--- config.mk ---
export PLATFORM = sky130hd
export DESIGN_NAME = pos_window_avg_flat
export DESIGN_NICKNAME = d
export VERILOG_FILES = /design/src/rtl/pos_window_avg_if.sv /design/src/rtl/pos_window_avg.sv /design/src/flat_wrapper.sv
export SDC_FILE = /design/constraint.sdc
export NUM_CORES = 1
export LEC_CHECK = 0
export CAP_MARGIN = 20
export CORE_ASPECT_RATIO = 0.5
export CORE_MARGIN = 1.5
export CORE_UTILIZATION = 40
export DETAILED_ROUTE_END_ITERATION = 10
export GPL_TIMING_DRIVEN = 0
export PLACE_DENSITY = 0.7
export SLEW_MARGIN = 20
export SYNTH_ARGS = -nofsm -noshare
export SYNTH_HDL_FRONTEND = slang
export SYNTH_SLANG_ARGS = --single-unit
export TNS_END_PERCENT = 100
--- constraint.sdc ---
create_clock -name clk -period 5.1 [get_ports clk]
set_input_delay 0.51 -clock clk [delete_from_list [all_inputs] [get_ports clk]]
set_output_delay 0.51 -clock clk [all_outputs]
set_load 0.05 [all_outputs]
--- src/rtl/pos_window_avg_if.sv ---
// Sample/result bus between the position stage and the window averager.
// POS_WINDOW_MINMAX_EN adds the per-window min/max result signals.
interface pos_window_avg_if #(
  parameter int unsigned DATA_WIDTH = 16
);
  logic                         in_valid;
  logic                         cal_flag;
  logic signed [DATA_WIDTH-1:0] x_in;
  logic signed [DATA_WIDTH-1:0] y_in;
  logic        [DATA_WIDTH-1:0] s_in;
  logic signed [DATA_WIDTH-1:0] x_avg;
  logic signed [DATA_WIDTH-1:0] y_avg;
  logic        [DATA_WIDTH-1:0] s_avg;
  logic                         avg_rdy;
`ifdef POS_WINDOW_MINMAX_EN
  logic signed [DATA_WIDTH-1:0] x_min;
  logic signed [DATA_WIDTH-1:0] x_max;
  logic signed [DATA_WIDTH-1:0] y_min;
  logic signed [DATA_WIDTH-1:0] y_max;

  modport master (output in_valid, cal_flag, x_in, y_in, s_in,
                  input  x_avg, y_avg, s_avg, avg_rdy, x_min, x_max, y_min, y_max);
  modport slave  (input  in_valid, cal_flag, x_in, y_in, s_in,
                  output x_avg, y_avg, s_avg, avg_rdy, x_min, x_max, y_min, y_max);
`else
  modport master (output in_valid, cal_flag, x_in, y_in, s_in,
                  input  x_avg, y_avg, s_avg, avg_rdy);
  modport slave  (input  in_valid, cal_flag, x_in, y_in, s_in,
                  output x_avg, y_avg, s_avg, avg_rdy);
`endif
endinterface

--- src/rtl/pos_window_avg.sv ---
// Windowed (2^k events) mean of X/Y/S position samples, calibration events dropped.
// Optional min/max tracking enabled by POS_WINDOW_MINMAX_EN.
module pos_window_avg #(
  parameter int unsigned DATA_WIDTH = 16,
  parameter int unsigned MAX_LOG2   = 8,
  parameter int unsigned ACC_WIDTH  = DATA_WIDTH + MAX_LOG2
) (
  input  logic                clk,
  input  logic                rst,
  input  logic                run,
  input  logic                clr,
  input  logic [3:0]          win_log2,
  pos_window_avg_if.slave     bus,
  output logic [MAX_LOG2:0]   win_cnt,
  output logic [15:0]         win_done_cnt
);
  localparam int unsigned CW  = MAX_LOG2 + 1;
  localparam int unsigned EXT = ACC_WIDTH - DATA_WIDTH;

  localparam logic [1:0] IDLE  = 2'd0;
  localparam logic [1:0] ACCUM = 2'd1;
  localparam logic [1:0] DONE  = 2'd2;

  logic [1:0]                  state_q, state_d;
  logic [3:0]                  k_q, k_d;
  logic signed [ACC_WIDTH-1:0] acc_x_q, acc_x_d, acc_y_q, acc_y_d;
  logic        [ACC_WIDTH-1:0] acc_s_q, acc_s_d;
  logic [CW-1:0]               win_cnt_q, win_cnt_d;
  logic [15:0]                 done_cnt_q, done_cnt_d;
  logic signed [DATA_WIDTH-1:0] x_avg_q, x_avg_d, y_avg_q, y_avg_d;
  logic        [DATA_WIDTH-1:0] s_avg_q, s_avg_d;
  logic                         avg_rdy_q, avg_rdy_d;
`ifdef POS_WINDOW_MINMAX_EN
  logic signed [DATA_WIDTH-1:0] trk_xmin_q, trk_xmin_d, trk_xmax_q, trk_xmax_d;
  logic signed [DATA_WIDTH-1:0] trk_ymin_q, trk_ymin_d, trk_ymax_q, trk_ymax_d;
  logic signed [DATA_WIDTH-1:0] x_min_q, x_min_d, x_max_q, x_max_d;
  logic signed [DATA_WIDTH-1:0] y_min_q, y_min_d, y_max_q, y_max_d;
`endif

  logic [3:0]                  k_sat;
  logic [CW-1:0]               win_max;
  logic        [ACC_WIDTH-1:0] rnd;
  logic signed [ACC_WIDTH-1:0] x_ext, y_ext, x_rnd, y_rnd;
  logic        [ACC_WIDTH-1:0] s_ext, s_rnd;
  logic                        acc;

  // Window exponent saturation, last-sample index, rounding term and sample extension
  always_comb begin
    k_sat   = (win_log2 > 4'(MAX_LOG2)) ? 4'(MAX_LOG2) : win_log2;
    win_max = (CW'(1) << k_q) - CW'(1);
    rnd     = (k_q == 4'd0) ? '0 : (ACC_WIDTH'(1) << (k_q - 4'd1));
    x_ext   = {{EXT{bus.x_in[DATA_WIDTH-1]}}, bus.x_in};
    y_ext   = {{EXT{bus.y_in[DATA_WIDTH-1]}}, bus.y_in};
    s_ext   = {{EXT{1'b0}}, bus.s_in};
    x_rnd   = acc_x_q + $signed(rnd);
    y_rnd   = acc_y_q + $signed(rnd);
    s_rnd   = acc_s_q + rnd;
    acc     = bus.in_valid && !bus.cal_flag;
  end

  // Next-state and datapath
  always_comb begin
    state_d    = state_q;
    k_d        = k_q;
    acc_x_d    = acc_x_q;
    acc_y_d    = acc_y_q;
    acc_s_d    = acc_s_q;
    win_cnt_d  = win_cnt_q;
    done_cnt_d = done_cnt_q;
    x_avg_d    = x_avg_q;
    y_avg_d    = y_avg_q;
    s_avg_d    = s_avg_q;
    avg_rdy_d  = 1'b0;
`ifdef POS_WINDOW_MINMAX_EN
    trk_xmin_d = trk_xmin_q;
    trk_xmax_d = trk_xmax_q;
    trk_ymin_d = trk_ymin_q;
    trk_ymax_d = trk_ymax_q;
    x_min_d    = x_min_q;
    x_max_d    = x_max_q;
    y_min_d    = y_min_q;
    y_max_d    = y_max_q;
`endif
    case (state_q)
      IDLE: begin
        acc_x_d   = '0;
        acc_y_d   = '0;
        acc_s_d   = '0;
        win_cnt_d = '0;
        if (run) begin
          state_d = ACCUM;
          k_d     = k_sat;
        end
      end
      ACCUM: begin
        if (!run) begin
          state_d   = IDLE;
          acc_x_d   = '0;
          acc_y_d   = '0;
          acc_s_d   = '0;
          win_cnt_d = '0;
        end else if (clr || (k_sat != k_q)) begin
          // Window restart: the event in this cycle is not taken
          k_d       = k_sat;
          acc_x_d   = '0;
          acc_y_d   = '0;
          acc_s_d   = '0;
          win_cnt_d = '0;
        end else if (acc) begin
          acc_x_d   = acc_x_q + x_ext;
          acc_y_d   = acc_y_q + y_ext;
          acc_s_d   = acc_s_q + s_ext;
          win_cnt_d = win_cnt_q + CW'(1);
`ifdef POS_WINDOW_MINMAX_EN
          if (win_cnt_q == '0) begin
            trk_xmin_d = bus.x_in;
            trk_xmax_d = bus.x_in;
            trk_ymin_d = bus.y_in;
            trk_ymax_d = bus.y_in;
          end else begin
            if (bus.x_in < trk_xmin_q) trk_xmin_d = bus.x_in;
            if (bus.x_in > trk_xmax_q) trk_xmax_d = bus.x_in;
            if (bus.y_in < trk_ymin_q) trk_ymin_d = bus.y_in;
            if (bus.y_in > trk_ymax_q) trk_ymax_d = bus.y_in;
          end
`endif
          if (win_cnt_q == win_max) state_d = DONE;
        end
      end
      DONE: begin
        x_avg_d    = DATA_WIDTH'(x_rnd >>> k_q);
        y_avg_d    = DATA_WIDTH'(y_rnd >>> k_q);
        s_avg_d    = DATA_WIDTH'(s_rnd >> k_q);
        avg_rdy_d  = 1'b1;
        done_cnt_d = done_cnt_q + 16'd1;
        acc_x_d    = '0;
        acc_y_d    = '0;
        acc_s_d    = '0;
        win_cnt_d  = '0;
        k_d        = k_sat;
`ifdef POS_WINDOW_MINMAX_EN
        x_min_d    = trk_xmin_q;
        x_max_d    = trk_xmax_q;
        y_min_d    = trk_ymin_q;
        y_max_d    = trk_ymax_q;
`endif
        state_d    = run ? ACCUM : IDLE;
      end
      default: state_d = IDLE;
    endcase
  end

  // State and output registers
  always_ff @(posedge clk) begin
    if (rst) begin
      state_q    <= IDLE;
      k_q        <= '0;
      acc_x_q    <= '0;
      acc_y_q    <= '0;
      acc_s_q    <= '0;
      win_cnt_q  <= '0;
      done_cnt_q <= '0;
      x_avg_q    <= '0;
      y_avg_q    <= '0;
      s_avg_q    <= '0;
      avg_rdy_q  <= 1'b0;
`ifdef POS_WINDOW_MINMAX_EN
      trk_xmin_q <= '0;
      trk_xmax_q <= '0;
      trk_ymin_q <= '0;
      trk_ymax_q <= '0;
      x_min_q    <= '0;
      x_max_q    <= '0;
      y_min_q    <= '0;
      y_max_q    <= '0;
`endif
    end else begin
      state_q    <= state_d;
      k_q        <= k_d;
      acc_x_q    <= acc_x_d;
      acc_y_q    <= acc_y_d;
      acc_s_q    <= acc_s_d;
      win_cnt_q  <= win_cnt_d;
      done_cnt_q <= done_cnt_d;
      x_avg_q    <= x_avg_d;
      y_avg_q    <= y_avg_d;
      s_avg_q    <= s_avg_d;
      avg_rdy_q  <= avg_rdy_d;
`ifdef POS_WINDOW_MINMAX_EN
      trk_xmin_q <= trk_xmin_d;
      trk_xmax_q <= trk_xmax_d;
      trk_ymin_q <= trk_ymin_d;
      trk_ymax_q <= trk_ymax_d;
      x_min_q    <= x_min_d;
      x_max_q    <= x_max_d;
      y_min_q    <= y_min_d;
      y_max_q    <= y_max_d;
`endif
    end
  end

  assign bus.x_avg    = x_avg_q;
  assign bus.y_avg    = y_avg_q;
  assign bus.s_avg    = s_avg_q;
  assign bus.avg_rdy  = avg_rdy_q;
  assign win_cnt      = win_cnt_q;
  assign win_done_cnt = done_cnt_q;
`ifdef POS_WINDOW_MINMAX_EN
  assign bus.x_min    = x_min_q;
  assign bus.x_max    = x_max_q;
  assign bus.y_min    = y_min_q;
  assign bus.y_max    = y_max_q;
`endif
endmodule

--- src/flat_wrapper.sv ---
// flat-port wrapper written by rule: the top's interface ports become plain ports
module pos_window_avg_flat 
#(
  parameter int unsigned DATA_WIDTH = 16,
  parameter int unsigned MAX_LOG2   = 8,
  parameter int unsigned ACC_WIDTH  = DATA_WIDTH + MAX_LOG2
)
  (clk, rst, run, clr, win_log2, win_cnt, win_done_cnt, bus_in_valid, bus_cal_flag, bus_x_in, bus_y_in, bus_s_in, bus_x_avg, bus_y_avg, bus_s_avg, bus_avg_rdy);
  pos_window_avg_if #(.DATA_WIDTH(DATA_WIDTH)) bus_i ();
  input  logic clk;
  input  logic rst;
  input  logic run;
  input  logic clr;
  input  logic [3:0] win_log2;
  output logic [MAX_LOG2:0] win_cnt;
  output logic [15:0] win_done_cnt;
  input wire logic [$bits(bus_i.in_valid)-1:0] bus_in_valid;
  input wire logic [$bits(bus_i.cal_flag)-1:0] bus_cal_flag;
  input wire logic [$bits(bus_i.x_in)-1:0] bus_x_in;
  input wire logic [$bits(bus_i.y_in)-1:0] bus_y_in;
  input wire logic [$bits(bus_i.s_in)-1:0] bus_s_in;
  output wire logic [$bits(bus_i.x_avg)-1:0] bus_x_avg;
  output wire logic [$bits(bus_i.y_avg)-1:0] bus_y_avg;
  output wire logic [$bits(bus_i.s_avg)-1:0] bus_s_avg;
  output wire logic [$bits(bus_i.avg_rdy)-1:0] bus_avg_rdy;
  assign bus_i.in_valid = bus_in_valid;
  assign bus_i.cal_flag = bus_cal_flag;
  assign bus_i.x_in = bus_x_in;
  assign bus_i.y_in = bus_y_in;
  assign bus_i.s_in = bus_s_in;
  assign bus_x_avg = bus_i.x_avg;
  assign bus_y_avg = bus_i.y_avg;
  assign bus_s_avg = bus_i.s_avg;
  assign bus_avg_rdy = bus_i.avg_rdy;
  pos_window_avg #(.DATA_WIDTH(DATA_WIDTH), .MAX_LOG2(MAX_LOG2), .ACC_WIDTH(ACC_WIDTH)) u_core (.clk(clk), .rst(rst), .run(run), .clr(clr), .win_log2(win_log2), .bus(bus_i), .win_cnt(win_cnt), .win_done_cnt(win_done_cnt));
endmodule
# Word-level counts from Yosys, hierarchy flattened
# Index checks and enable logic that the tools add are counted.
# Widths: inputs -> output; s select.
# op_classes
addsub,10
multipliers,0
n_div,0
n_lt_le_gt_ge,1
eq_ne,11
shift,5
muxes,30
bitwise,0
n_reduce_logical,11
# ops
cell,count
$mux 24,10
$pmux 24 s2,3
$add 24x16->24,3
$add 24x24->24,3
$sshr 24x4->16,2
$mux 9,3
$shl 1x4->24 const A,1
$shr 24x4->16,1
$pmux 9 s2,1
$add 16x1->16 const B,1
$mux 4,4
$pmux 4 s3,1
$mux 2,5
$add 9x1->9 const B,1
$eq 9x9->1,1
$shl 1x4->9 const A,1
$sub 9x2->9 const B,1
$reduce_and 4->1,2
$ne 3x2->1 const B,2
$pmux 2 s3,1
$gt 4x4->1 const B,1
$logic_not 4->1,1
$ne 2x2->1 const B,2
$ne 4x2->1 const B,1
other kinds (15),16
# totals
reg_bits,152
latchBits,0
mem_bits_rw,0
mem_bits_ro,0
word_cells,79
n_memories,0

# Longest topological paths before layout
# Gate-level depths: netlist of the first run.
# depth
word_depth,8
ltp_mapped,23
depth_no_buf,15

# Least setup slack after synthesis of the first run
# Ideal clock, no wire load.
# synth_timing
path_type,flip-flop to flip-flop
startpoint,reg u_core.k_q[1]
endpoint,reg u_core.x_avg_q[7] (netlist: u_core.bus.x_avg[7])
setup_time_ps,117
t_arrival_ps,5028
required_time_ps,4983
setup_slack_ps,-45
stages_incl_launch_ff,23
n_path_buf,8
cell_sequence,dfxtp_1 -> buf_6 -> buf_6 -> buf_2 -> clkbuf_1 -> inv_1 -> clkbuf_1 -> clkbuf_1 -> buf_1 -> nand2_1 -> nor2_1 -> ha_1 -> clkbuf_1 -> a211o_1 -> a21oi_1 -> o31ai_1 -> nand2_1 -> o21ai_1 -> or2_2 -> xor2_1 -> mux4_2 -> mux4_2 -> a22o_1
# synth_between
elab_chain_len,5
elab_cells_between_ends,6
classes_between,add/sub: 2; shift: 2; mux: 1; reduce/logical: 1
# synth_rtl
item,line_no,source
"start, declared",pos_window_avg.sv:25,"logic [3:0] k_q, k_d;"
"start signal, assigned",pos_window_avg.sv:179,k_q <= k_d;
$sub 4x1->4,pos_window_avg.sv:51,rnd = (k_q == 4'd0) ? '0 : (ACC_WIDTH'(1) << (k_q - 4'd1));
$shl 1x4->24,pos_window_avg.sv:51,
$mux 24,pos_window_avg.sv:51,
$add 24x24->24,pos_window_avg.sv:55,x_rnd = acc_x_q + $signed(rnd);
$sshr 24x4->16 *,pos_window_avg.sv:131,x_avg_d = DATA_WIDTH'(x_rnd >>> k_q);
"end signal, assigned",pos_window_avg.sv:185,x_avg_q <= x_avg_d;
"end, declared",pos_window_avg.sv:30,"logic signed [DATA_WIDTH-1:0] x_avg_q, x_avg_d, y_avg_q, y_avg_d;"
# Every way passes the cells marked *; elsewhere a longest branch is shown, timed or not.
# A chain may end at the register's enable or synchronous reset.

# Final worst setup path of the first run
# layout_timing
startpoint,reg u_core.k_q[2]
endpoint,reg u_core.s_avg_q[3] (netlist: u_core.bus.s_avg[3])
# layout_between
elab_chain_len,5
elab_cells_between_ends,6
classes_between,add/sub: 2; shift: 2; mux: 1; reduce/logical: 1
# layout_rtl
item,line_no,source
$sub 4x1->4,pos_window_avg.sv:51,
$shl 1x4->24,pos_window_avg.sv:51,
$mux 24,pos_window_avg.sv:51,
$add 24x24->24,pos_window_avg.sv:57,s_rnd = acc_s_q + rnd;
$shr 24x4->16 *,pos_window_avg.sv:133,s_avg_d = DATA_WIDTH'(s_rnd >> k_q);
"end signal, assigned",pos_window_avg.sv:187,s_avg_q <= s_avg_d;
"end, declared",pos_window_avg.sv:31,"logic [DATA_WIDTH-1:0] s_avg_q, s_avg_d;"
# Marked as above.

==> summary.md, run 1 <==
| Metric | Value |
|---|---|
| Outcome | finished, final reports clean |
| # setup viols final | 0 |
| Slowest CP cell | mux4_2 |
| Hold Slack | between 400 and 500 ps |
| Yosys Warn Count | 0 |
| Clk slew on worst S/H paths | 70 ps |
| R2R cell count | 18 |
| Layout cell share with drive strength beyond 1 | 0.1101 |
| HPWL after DPL | ~59 mm |
| Tot GR Track Use | 0.3538 |
| TritonCTS clock tree | done |
| CTS H-tree lvls | 4 |
| Worst path depth | 18 |
| WP data required | 5470 ps |
| Clk sinks | approximately 150 |
| Area Growth Syn to Fin | 20.45% |
| Die Y-Extent | approximately 140 um |
| Worst-margin pin slew | 1233 ps |
| Die ar. | 41430 um^2 |
| Mapped Cells | 2111 |
| Largest family of logic cells by synthesized area | compound AO/OA/AOI/OAI gates |
| Area of the mapped netlist | 16060 um^2 |
| Critical R2R Capture | u_core.bus.s_avg[3] |
| Post-layout nets | approximately 2400 |
| Post-CTS Hold Fix Bufs | 0 |
| Worst Path Max Fanout | 10 |
| RSZ-0062 raised after global routing | false |
| Crit path DAT | 5350 ps |
| MaxCap Viol Count | 0 |
| R2r startpoint | u_core.k_q[2] |
| Critical path, cell by cell | buf_4, buf_4, inv_1, buf_2, nand2_4, nor2_4, buf_12, ha_4, maj3_2, or3_4, a311oi_4, buf_4, nor2_1, nor3_1, o31ai_1, a32o_1, mux4_2, a22o_1 |
| Area of the multi-input gates | 12630 um^2 |
| Mux cell area share after synthesis | 0.07052 |
| Crit path buffers/inverters | 6 |
| Top cell by count, worst path | buf_4 |
| Hold crit path type | reg -> reg |
| Setup crit end | u_core.bus.s_avg[3] |
| Critical Path Start | u_core.k_q[2] |
| Family with the most delay on the worst path | buffers and inverters |
| Drt wl/cell | 26.70 um |
| Critical path launch point type | flip-flop |
| Post-Synth Simple-Gate Area | 0.2141 |
| I/O pin cnt | between 100 and 150 |
| Remaining DRCs | 0 |
| FF/Latch Area | slightly above 3000 um^2 |
| Main synth FF type | dfxtp_1 |
| Hold Fails Final Rpt | 0 |
| Area share of the largest cell type after synthesis | 0.1895 |
| Gpl congestion | 1.026 |
| Layout Skew | 15.16 ps |
| CTS max path bufs | 2 |
| Ys async rst share | 0 |
| TritonCTS Buffers | 17 |
| Drt pass-1 iters | 6 |
| Number of global-route vias before repair | 15928 |
| PwrDens | 164.3 nW/um^2 |
| Fin util | 0.4929 |
| Core area | 39240 um^2 |
| Max-slew headroom | 0.1780 |
| Number of synthesized flops with an enable pin | 0 |
| Synth top area cells | dfxtp_1 19%, ha_1 7.0%, a21oi_1 5.7% |
| Port buffer count | 130 |
| Tcrit/Tclk final | 0.9776 |
| Most frequent cells in the layout | 196 x nor2_1, 195 x nand2_1, 178 x a21oi_1, 152 x dfxtp_1, 130 x clkdlybuf4s50_1 |
| Drt via density | 6.460 |
| DRT Wirelength | 75.24 mm |
| Vias | 18204 |
| Count of pins over their slew limit | 0 |
| Area leader, netlist | dfxtp_1 |
| Fillers | 3869 |
| #FFs+latches synth | 152 |
| Max incr delay on CP | 540 ps |
| P_leak | 7.152 nW |
| Number of cell rows | 51 |
| Count of cell types in the netlist | 121 |
| F_max | 0.2006 GHz |
| Register area share after synthesis | 0.1895 |
| Critical path endpoint category | flip-flop |
| Ant diodes | 0 |
| Initial DRC count | roughly 2500 |
| Clk_lat worst skew | 470 ps |
| Synth Area in Adders | 0.07589 |
| Initial antenna violation count | 2 |
| First-pass GRT wire length | between 100 and 150 mm |
| XOR/XNOR Fraction of Synth Area | 0.08836 |
| Syn Area/Cell | 7.607 um^2 |
| Commonest non-fill, non-tap cell in the layout | nor2_1 |
| Peak supply drop | between 0.2 and 0.25 mV |
| Routed Antenna Nets | 0 |
| R2R Setup Slk | 110 ps |
| Final min period | 4986 ps |
| Gr ovfl total | 0 |
| Initial Util | 0.4092 |
| Compound-gate portion of the synthesized area | 0.3082 |
| Root Driver | clkbuf_16 |
| DIE WIDTH | between 200 and 300 um |
| Setup CP Type | reg -> reg |
| Largest net degree at the start of global routing | 20 |
==> report_power, final <==
part           internal [mW]  total, mW  leakage, nW  switching [mW]
Clock                  0.801       1.40        0.297           0.602
Combinational          0.206      0.583         5.63           0.376
Sequential              1.19       1.19         1.22         0.00388
Total                   2.20       3.18         7.15           0.982
==> worst min path at each step <==
stage                              start              endpoint  slack, ps  cells after the start
floorplan              u_core.acc_s_q[0]     u_core.acc_s_q[0]        450                      2
global placement     u_core.bus.x_avg[0]   u_core.bus.x_avg[0]        440                      2
detailed placement   u_core.bus.x_avg[0]   u_core.bus.x_avg[0]        450                      2
CTS                  u_core.bus.y_avg[1]   u_core.bus.y_avg[1]        460                      2
global route        u_core.bus.y_avg[10]  u_core.bus.y_avg[10]        490                      2
finish              u_core.bus.y_avg[10]  u_core.bus.y_avg[10]        460                      2
==> worst min-delay path: cells and delay by family (launching register included) <==
kind            cells  cell delay [ps]
compound gates      1               50
flops               1              320
simple gates        1               50
==> Yosys cell counts, types with 8 or more instances <==
library cell  count
o21ai_1          18
o22ai_1          15
and3_1           20
o21ai_0         113
ha_1             90
a22o_1           10
inv_1            42
o2111ai_1        10
a22oi_1          39
o21bai_1          8
xor2_1           52
nor2b_1          14
o31ai_1          22
a211oi_1         29
o211ai_1         37
buf_2            11
a31oi_1          36
mux2_2           21
xnor2_1         103
buf_6             8
o221ai_1         10
and2_1           18
nand4_1          14
nand2_1         201
nor2_1          203
o21a_1           14
buf_1             9
nand2b_1         16
nor3_1           46
nor4_1            9
clkbuf_1        125
mux2i_1          49
nand3_1          66
or3_1            29
a21oi_1         182
dfxtp_1         152
a21o_1           30
mux4_2           16
==> registers in the layout (all words and copies together) (netlist names) <==
name / flops
u_core.win_done_cnt: 16
u_core.state_q: 2
u_core.win_cnt: 9
u_core.bus.s_avg: 16
u_core.acc_y_q: 24
u_core.bus.y_avg: 16
u_core.k_q: 4
u_core.acc_x_q: 24
u_core.bus.avg_rdy: 1
u_core.bus.x_avg: 16
u_core.acc_s_q: 24
==> per-layer routing <==
layer,track usage,vias up,wire [um]
met4,0.09552,2,1972
met3,0.1337,132,10140
met2,0.4812,1070,28850
met5,0,-,13
met1,0.5104,8784,34270
li1,-,8216,-
==> cell families (layout without fill, tap and decap cells) <==
group,Yosys count,after routing
xor gates and xnor gates,158,158
other,1,3
muxes,90,90
adders and majority gates,96,96
AOI/OAI and AO/OA,711,711
DFF,152,152
and+or+nand+nor,700,700
buffers and inverters,203,378
==> per-stage QoR <==
| step | instances | area (um^2) | total power [mW] | TNS (ps) | setup WS (ps) |
|---|---|---|---|---|---|
| floorplan | 2113 | 16070 | 1.526 | 0 | 112.1 |
| global placement | 2773 | 18030 | 1.746 | -95890 | -2340 |
| detailed placement | 2773 | 18030 | 1.745 | -94110 | -2255 |
| CTS | 2814 | 19090 | 3.133 | 0 | 4.599 |
| global route | 2818 | 19340 | 3.237 | 0 | 14.29 |
| finish | 2818 | 19340 | 3.178 | 0 | 114.3 |
==> timing repair <==
action                                  in CTS  in global routing
resized for setup                           91                 45
endpoints found under the setup margin      48                 47
pin swaps                                   16                 19
setup buffers                               13                 11
==> layout make-up <==
| cell class | instances | share of cell area |
|---|---|---|
| Clock buffer | 19 | 0.02342 |
| Tap cell | 530 | 0.03428 |
| Buffer | 149 | 0.03739 |
| Timing Repair Buffer | 154 | 0.07724 |
| Sequential cell | 152 | 0.1573 |
| Multi-Input combinational cell | 1758 | 0.6531 |
| Inverter | 44 | 0.008862 |
| Clock inverter | 12 | 0.008409 |
(Power assumes the default switching activity.)
==> inputs of run 2 (changes only) <==
- SLEW_MARGIN: 20 -> 15
- TNS_END_PERCENT: 100 -> 1
==> summary.md, run 2 (synthesis results as in run 1) <==
| Metric | Value |
|---|---|
| Initial DRC count | about 2400 |
| Final min period | 5140 ps |
| RSZ-0062 raised after global routing | true |
| Setup crit end | u_core.bus.x_avg[7] |
| P_leak | 7.115 nW |
| Tcrit/Tclk final | 1.008 |
| Ant diodes | 0 |
| TNS Setup | -40.15 ps |
| Non-filler cells in the finished layout | between 2000 and 3000 |
| Fin util | 0.4921 |
| Initial antenna violation count | 2 |
| R2r startpoint | u_core.k_q[0] |
| TritonCTS Buffers | 17 |
| Drt pass-1 iters | 8 |
| Fillers | 3869 |
| Layout Skew | 13.57 ps |
| MaxCap Viol Count | 0 |
| CTS H-tree lvls | 4 |
| Largest net degree at the start of global routing | 20 |
| Drt wl/cell | 26.68 um |
| First-pass GRT wire length | 106.7 mm |
| Initial Util | 0.4092 |
| Hold Slack | 461.9 ps |
| Clk slew on worst S/H paths | 70 ps |
| Worst-margin pin slew | 1226 ps |
| Post-layout nets | between 2000 and 2500 |
| FF/Latch Area | 3043 um^2 |
| Layout cell share with drive strength beyond 1 | 0.1086 |
| Die ar. | 41430 um^2 |
| Area Growth Syn to Fin | 20.27% |
| Max-slew headroom | 0.1824 |
| Critical path endpoint category | flip-flop |
| Clk_lat worst skew | 460 ps |
| Biggest regs | u_core.acc_s_q: 24 flops, u_core.acc_x_q: 24 flops, u_core.acc_y_q: 24 flops |
| Commonest non-fill, non-tap cell in the layout | nor2_1 |
| Remaining DRCs | 0 |
| Gpl congestion | 1.026 |
| I/O pin cnt | 132 |
| Count of pins over their slew limit | 0 |
| TritonCTS clock tree | done |
| Worst Path Max Fanout | 10 |
| Violated checks | negative setup slack |
| R2R Setup Slk | -40 ps |
| # setup viols final | 1 |
| Vias | 18066 |
| HPWL after DPL | 58.97 mm |
| Die Y-Extent | 144.7 um |
| Tot GR Track Use | 0.3533 |
| Clk sinks | 152 |
| Drt via density | around 6.4 |
| F_max | a little under 0.2 GHz |
| Routed Antenna Nets | 0 |
| Crit path DAT | 5500 ps |
| Number of cell rows | 51 |
| Setup CP Type | reg -> reg |
| Root Driver | clkbuf_16 |
| Critical R2R Capture | u_core.bus.x_avg[7] |
| WP data required | 5460 ps |
| Final Worst Setup Slack | -40.15 ps |
| Number of global-route vias before repair | about 16000 |
| CTS max path bufs | 2 |
| Gr ovfl total | 0 |
| Area of the multi-input gates | around 13000 um^2 |
| Hold Fails Final Rpt | 0 |
| Port buffer count | 130 |
| Hold crit path type | reg -> reg |
| Critical path launch point type | flip-flop |
| Most frequent cells in the layout | 196 x nor2_1, 194 x nand2_1, 178 x a21oi_1, 152 x dfxtp_1, 130 x clkdlybuf4s50_1 |
| Placed cells | 2773 |
| Dpl ws | -2255 ps |
| DRT Wirelength | 75.06 mm |
| Peak supply drop | 0.2395 mV |
| Critical Path Start | u_core.k_q[0] |
| Outcome | finished, violations left |
| R2R cell count | 21 |
| PwrDens | between 150 and 200 nW/um^2 |
| DIE WIDTH | 286.4 um |
| Core area | 39240 um^2 |
-- run 2: cell types whose count changed in the layout (fill, tap and decap cells not counted), moves of 2 or more --
cell / change
buf_4: -9
a2111oi_2: -2
buf_2: +2
mux2i_4: +2
nand2_2: +2
-- run 2: worst max-delay path, cell delays in order, from the launching register on --
cell,delay [ps]
dfxtp_1,340
buf_6,170
buf_6,170
buf_8,160
buf_6,170
buf_6,170
buf_8,170
clkbuf_8,200
nand2_2,120
nor2_4,150
buf_12,140
ha_2,350
a211o_1,280
a21oi_1,180
o31ai_2,130
a41oi_4,350
o21ai_1,190
a211o_1,360
a32oi_2,310
mux2i_4,170
mux4_2,530
a22o_1,190
-- run 2: final cells by class --
type,count,area share
Tap cell,530,0.03434
Multi-Input combinational cell,1758,0.6546
Inverter,44,0.008875
Clock buffer,19,0.02345
Buffer,151,0.03822
Clock inverter,12,0.008422
Sequential cell,152,0.1576
Timing Repair Buffer,147,0.07450
-- run 2: worst min path at each step --
| stage | start | endpoint | slack [ps] | cells past startpoint |
|---|---|---|---|---|
| after CTS | u_core.bus.y_avg[1] | u_core.bus.y_avg[1] | 460 | 2 |
| final | u_core.bus.y_avg[10] | u_core.bus.y_avg[10] | 460 | 2 |
| after global placement | u_core.bus.x_avg[0] | u_core.bus.x_avg[0] | 440 | 2 |
| after floorplan | u_core.acc_s_q[0] | u_core.acc_s_q[0] | 450 | 2 |
| after detailed placement | u_core.bus.x_avg[0] | u_core.bus.x_avg[0] | 450 | 2 |
| after global routing | u_core.bus.y_avg[10] | u_core.bus.y_avg[10] | 490 | 2 |
-- run 2: layer usage --
metal / wire length, um / vias up / global-route usage
li1: - / 8208 / -
met1: 34900 / 8754 / 0.5113
met2: 28840 / 991 / 0.4804
met3: 9618 / 111 / 0.1331
met4: 1678 / 2 / 0.09190
met5: 13 / - / 0
-- run 2: per-stage QoR --
step | power, mW | cell area, um^2
6_report | 3.174 | 19310
5_1_grt | 3.235 | 19310
4_1_cts | 3.132 | 19050
3_5_place_dp | 1.745 | 18030
3_3_place_gp | 1.746 | 18030
2_1_floorplan | 1.526 | 16070
-- run 2: power breakdown --
group / switching [mW] / internal (mW) / total [mW]
logic: 0.376 / 0.206 / 0.581
registers: 0.00385 / 1.19 / 1.19
clock network: 0.598 / 0.801 / 1.40
-- run 2: repair_timing --
item	in CTS	in global routing
gates cloned	0	0
pin swaps	12	21
resized for setup	88	46
hold buffers	0	0
endpoints found under the setup margin	48	47
buffers inserted	9	7
==> edit, RTL diff (flow settings as in run 2) <==
Register the output `win_done_cnt` once more, cleared by the reset; this adds one clock of latency there. The other outputs are not delayed to match.
--- a/src/rtl/pos_window_avg.sv
+++ b/src/rtl/pos_window_avg.sv
@@ -204,7 +204,13 @@
   assign bus.s_avg    = s_avg_q;
   assign bus.avg_rdy  = avg_rdy_q;
   assign win_cnt      = win_cnt_q;
-  assign win_done_cnt = done_cnt_q;
+  always_ff @(posedge clk) begin
+    if (rst) begin
+      win_done_cnt <= '0;
+    end else begin
+      win_done_cnt <= done_cnt_q;
+    end
+  end
 `ifdef POS_WINDOW_MINMAX_EN
   assign bus.x_min    = x_min_q;
   assign bus.x_max    = x_max_q;
Function: changed (a bounded check fails within 4 cycles, from zero or initial values and one cycle with rst high).
==> edit against run 2 <==
  * Total power increased by 2.9%
  * Sequential cell count increased by 16
  * Worst setup slack improved by 0.13 ns
  * Area after synthesis decreased by 1.4%
  * Sequential share of layout area increased by 2.0 points
  * First-iteration DRC count increased by 0.13%
  * Routed wire length decreased by 8.0%
  * Cell area decreased by 1.7%
  * Critical path type unchanged
==> edit: results (changes against run 2) <==
[logic_synthesis]
ys_seq_area_share_pct=21.2  ; was 18.9%
synth_area_leaders=dfxtp_1 (21%), ha_1 (7.1%), xnor2_1 (5.6%)  ; was dfxtp_1 (19%), ha_1 (7.0%), a21oi_1 (5.7%)
synthAdderAreaFrac_pct=7.68  ; was 7.59%
avgSynthCellArea_um2=7.65  ; was 7.61 um2
synthMuxAreaShare_pct=7.08  ; was 7.05%
synthDistinctLibCells=106  ; was 121
synth_compound_area_share_pct=27.5  ; was 30.8%
synthTopCellsByCount=nor2_1 (211), nand2_1 (177), a21oi_1 (175), dfxtp_1 (168), clkbuf_1 (106)  ; was nor2_1 (203), nand2_1 (201), a21oi_1 (182), dfxtp_1 (152), clkbuf_1 (125)
synth_xor_area_share_pct=9.35  ; was 8.84%

[drt]
first_pass_iters=6  ; was 8
initialDrtViolationCount=2364  ; was 2361
routed_wl_um=69000  ; was 75100 um
vias_per_cell=6.32  ; was 6.42

[clock_network]
clkTransAtPathRegs_ns=0.09  ; was 0.07 ns
clock_latency_ns=0.49  ; was 0.46 ns

[run_status]
status=finished clean  ; was finished with violations

[placement]
dp_worst_setup_slack_ns=-2.27  ; was -2.25 ns
dp_hpwl_um=53900  ; was 59000 um
placedCellCount=2734  ; was 2773
gp_congestion=1.06  ; was 1.03

[global_routing]
grt_max_degree=22  ; was 20
grt_pass1_vias=15800  ; was 15900
groute.usage.overall_pct=33.0  ; was 35.3%
antenna_found_initial=1  ; was 2

[final_layout]
multi_input_gates=1719  ; was 1758
multi_input_area_um2=12000  ; was 12600 um2
seq_cell_count=168  ; was 152
area_share_nonclk_buffers_pct=11.3  ; about the same
buffers=294  ; was 298
fin_nets=2387  ; was 2422
seq_share_pct=17.8  ; was 15.8%
utilization_pct=48.7  ; was 49.2%
fill_cells=3879  ; was 3869

[sta]
finClkSkew_ns=0.0238  ; was 0.0136 ns

[pwr]
clkPwrFrac_pct=43.6  ; was 44.1%
vdd_drop_max_mv=0.247  ; was 0.240 mV
p_seq_mw=1.32  ; was 1.19 mW
cell_internal_pwr_mw=2.18  ; was 2.20 mW
leakagePower_nw=7.16  ; was 7.11 nW

[setup_path]
slowest_delay_ns=0.56  ; was 0.53 ns
crit_arrival_ns=5.41  ; was 5.50 ns
slowest_stage=a2111o_1  ; was mux4_2

[die]
die-area_um2=40900  ; was 41400 um2

[edit: cell count changes after synthesis, sizes merged, moves of 16 or more]
| cell | change |
|---|---|
| clkbuf | -21 |
| a211oi | +17 |
| o21ai | -22 |
| nor2b | +18 |
| nand2 | -24 |
| nor3 | +20 |
| dfxtp | +16 |
[edit: worst max-delay path, delay by kind of cell (launching register included)]
| family | cells | cell delay, ns |
|---|---|---|
| AO/OA/AOI/OAI | 5 | 1.63 |
| AND/OR/NAND/NOR | 5 | 1.04 |
| buffers and inverters | 6 | 1.01 |
| multiplexers | 1 | 0.55 |
| flip-flops | 1 | 0.40 |
| adder cells (fa/ha/maj) | 1 | 0.27 |
[edit: cells by family (layout without fill, tap and decap cells)]
logic type / Yosys count / count (layout)
mux: 89 / 89
buf+inv: 185 / 362
fa+ha+maj: 96 / 96
simple gates: 721 / 721
other cells: 1 / 3
flops: 168 / 168
compound gates: 644 / 644
xor+xnor: 166 / 166
[edit: final timing paths]
kind | cells past startpoint | start | endpoint | slack, ns
max | 18 | u_core.k_q[3]$_SDFFE_PP0P_ | u_core.bus.x_avg[4]$_SDFFE_PP0P_ | 0.09
min | 2 | u_core.bus.y_avg[5]$_SDFFE_PP0P_ | u_core.bus.y_avg[5]$_SDFFE_PP0P_ | 0.46
max reg2reg | 18 | u_core.k_q[3]$_SDFFE_PP0P_ | u_core.bus.x_avg[4]$_SDFFE_PP0P_ | 0.09
min reg2reg | 2 | u_core.bus.y_avg[5]$_SDFFE_PP0P_ | u_core.bus.y_avg[5]$_SDFFE_PP0P_ | 0.46
[edit: layer usage]
metal  share of wire (%)  GRT usage [%]  up-vias  wire length (um)
li1                    -              -     8032                 -
met1                  45           47.4     8415             31200
met2                  40           47.2      985             27700
met3                  12           10.2      128              8500
met4                 2.3           8.57        2              1590
met5               0.059              0        -                41
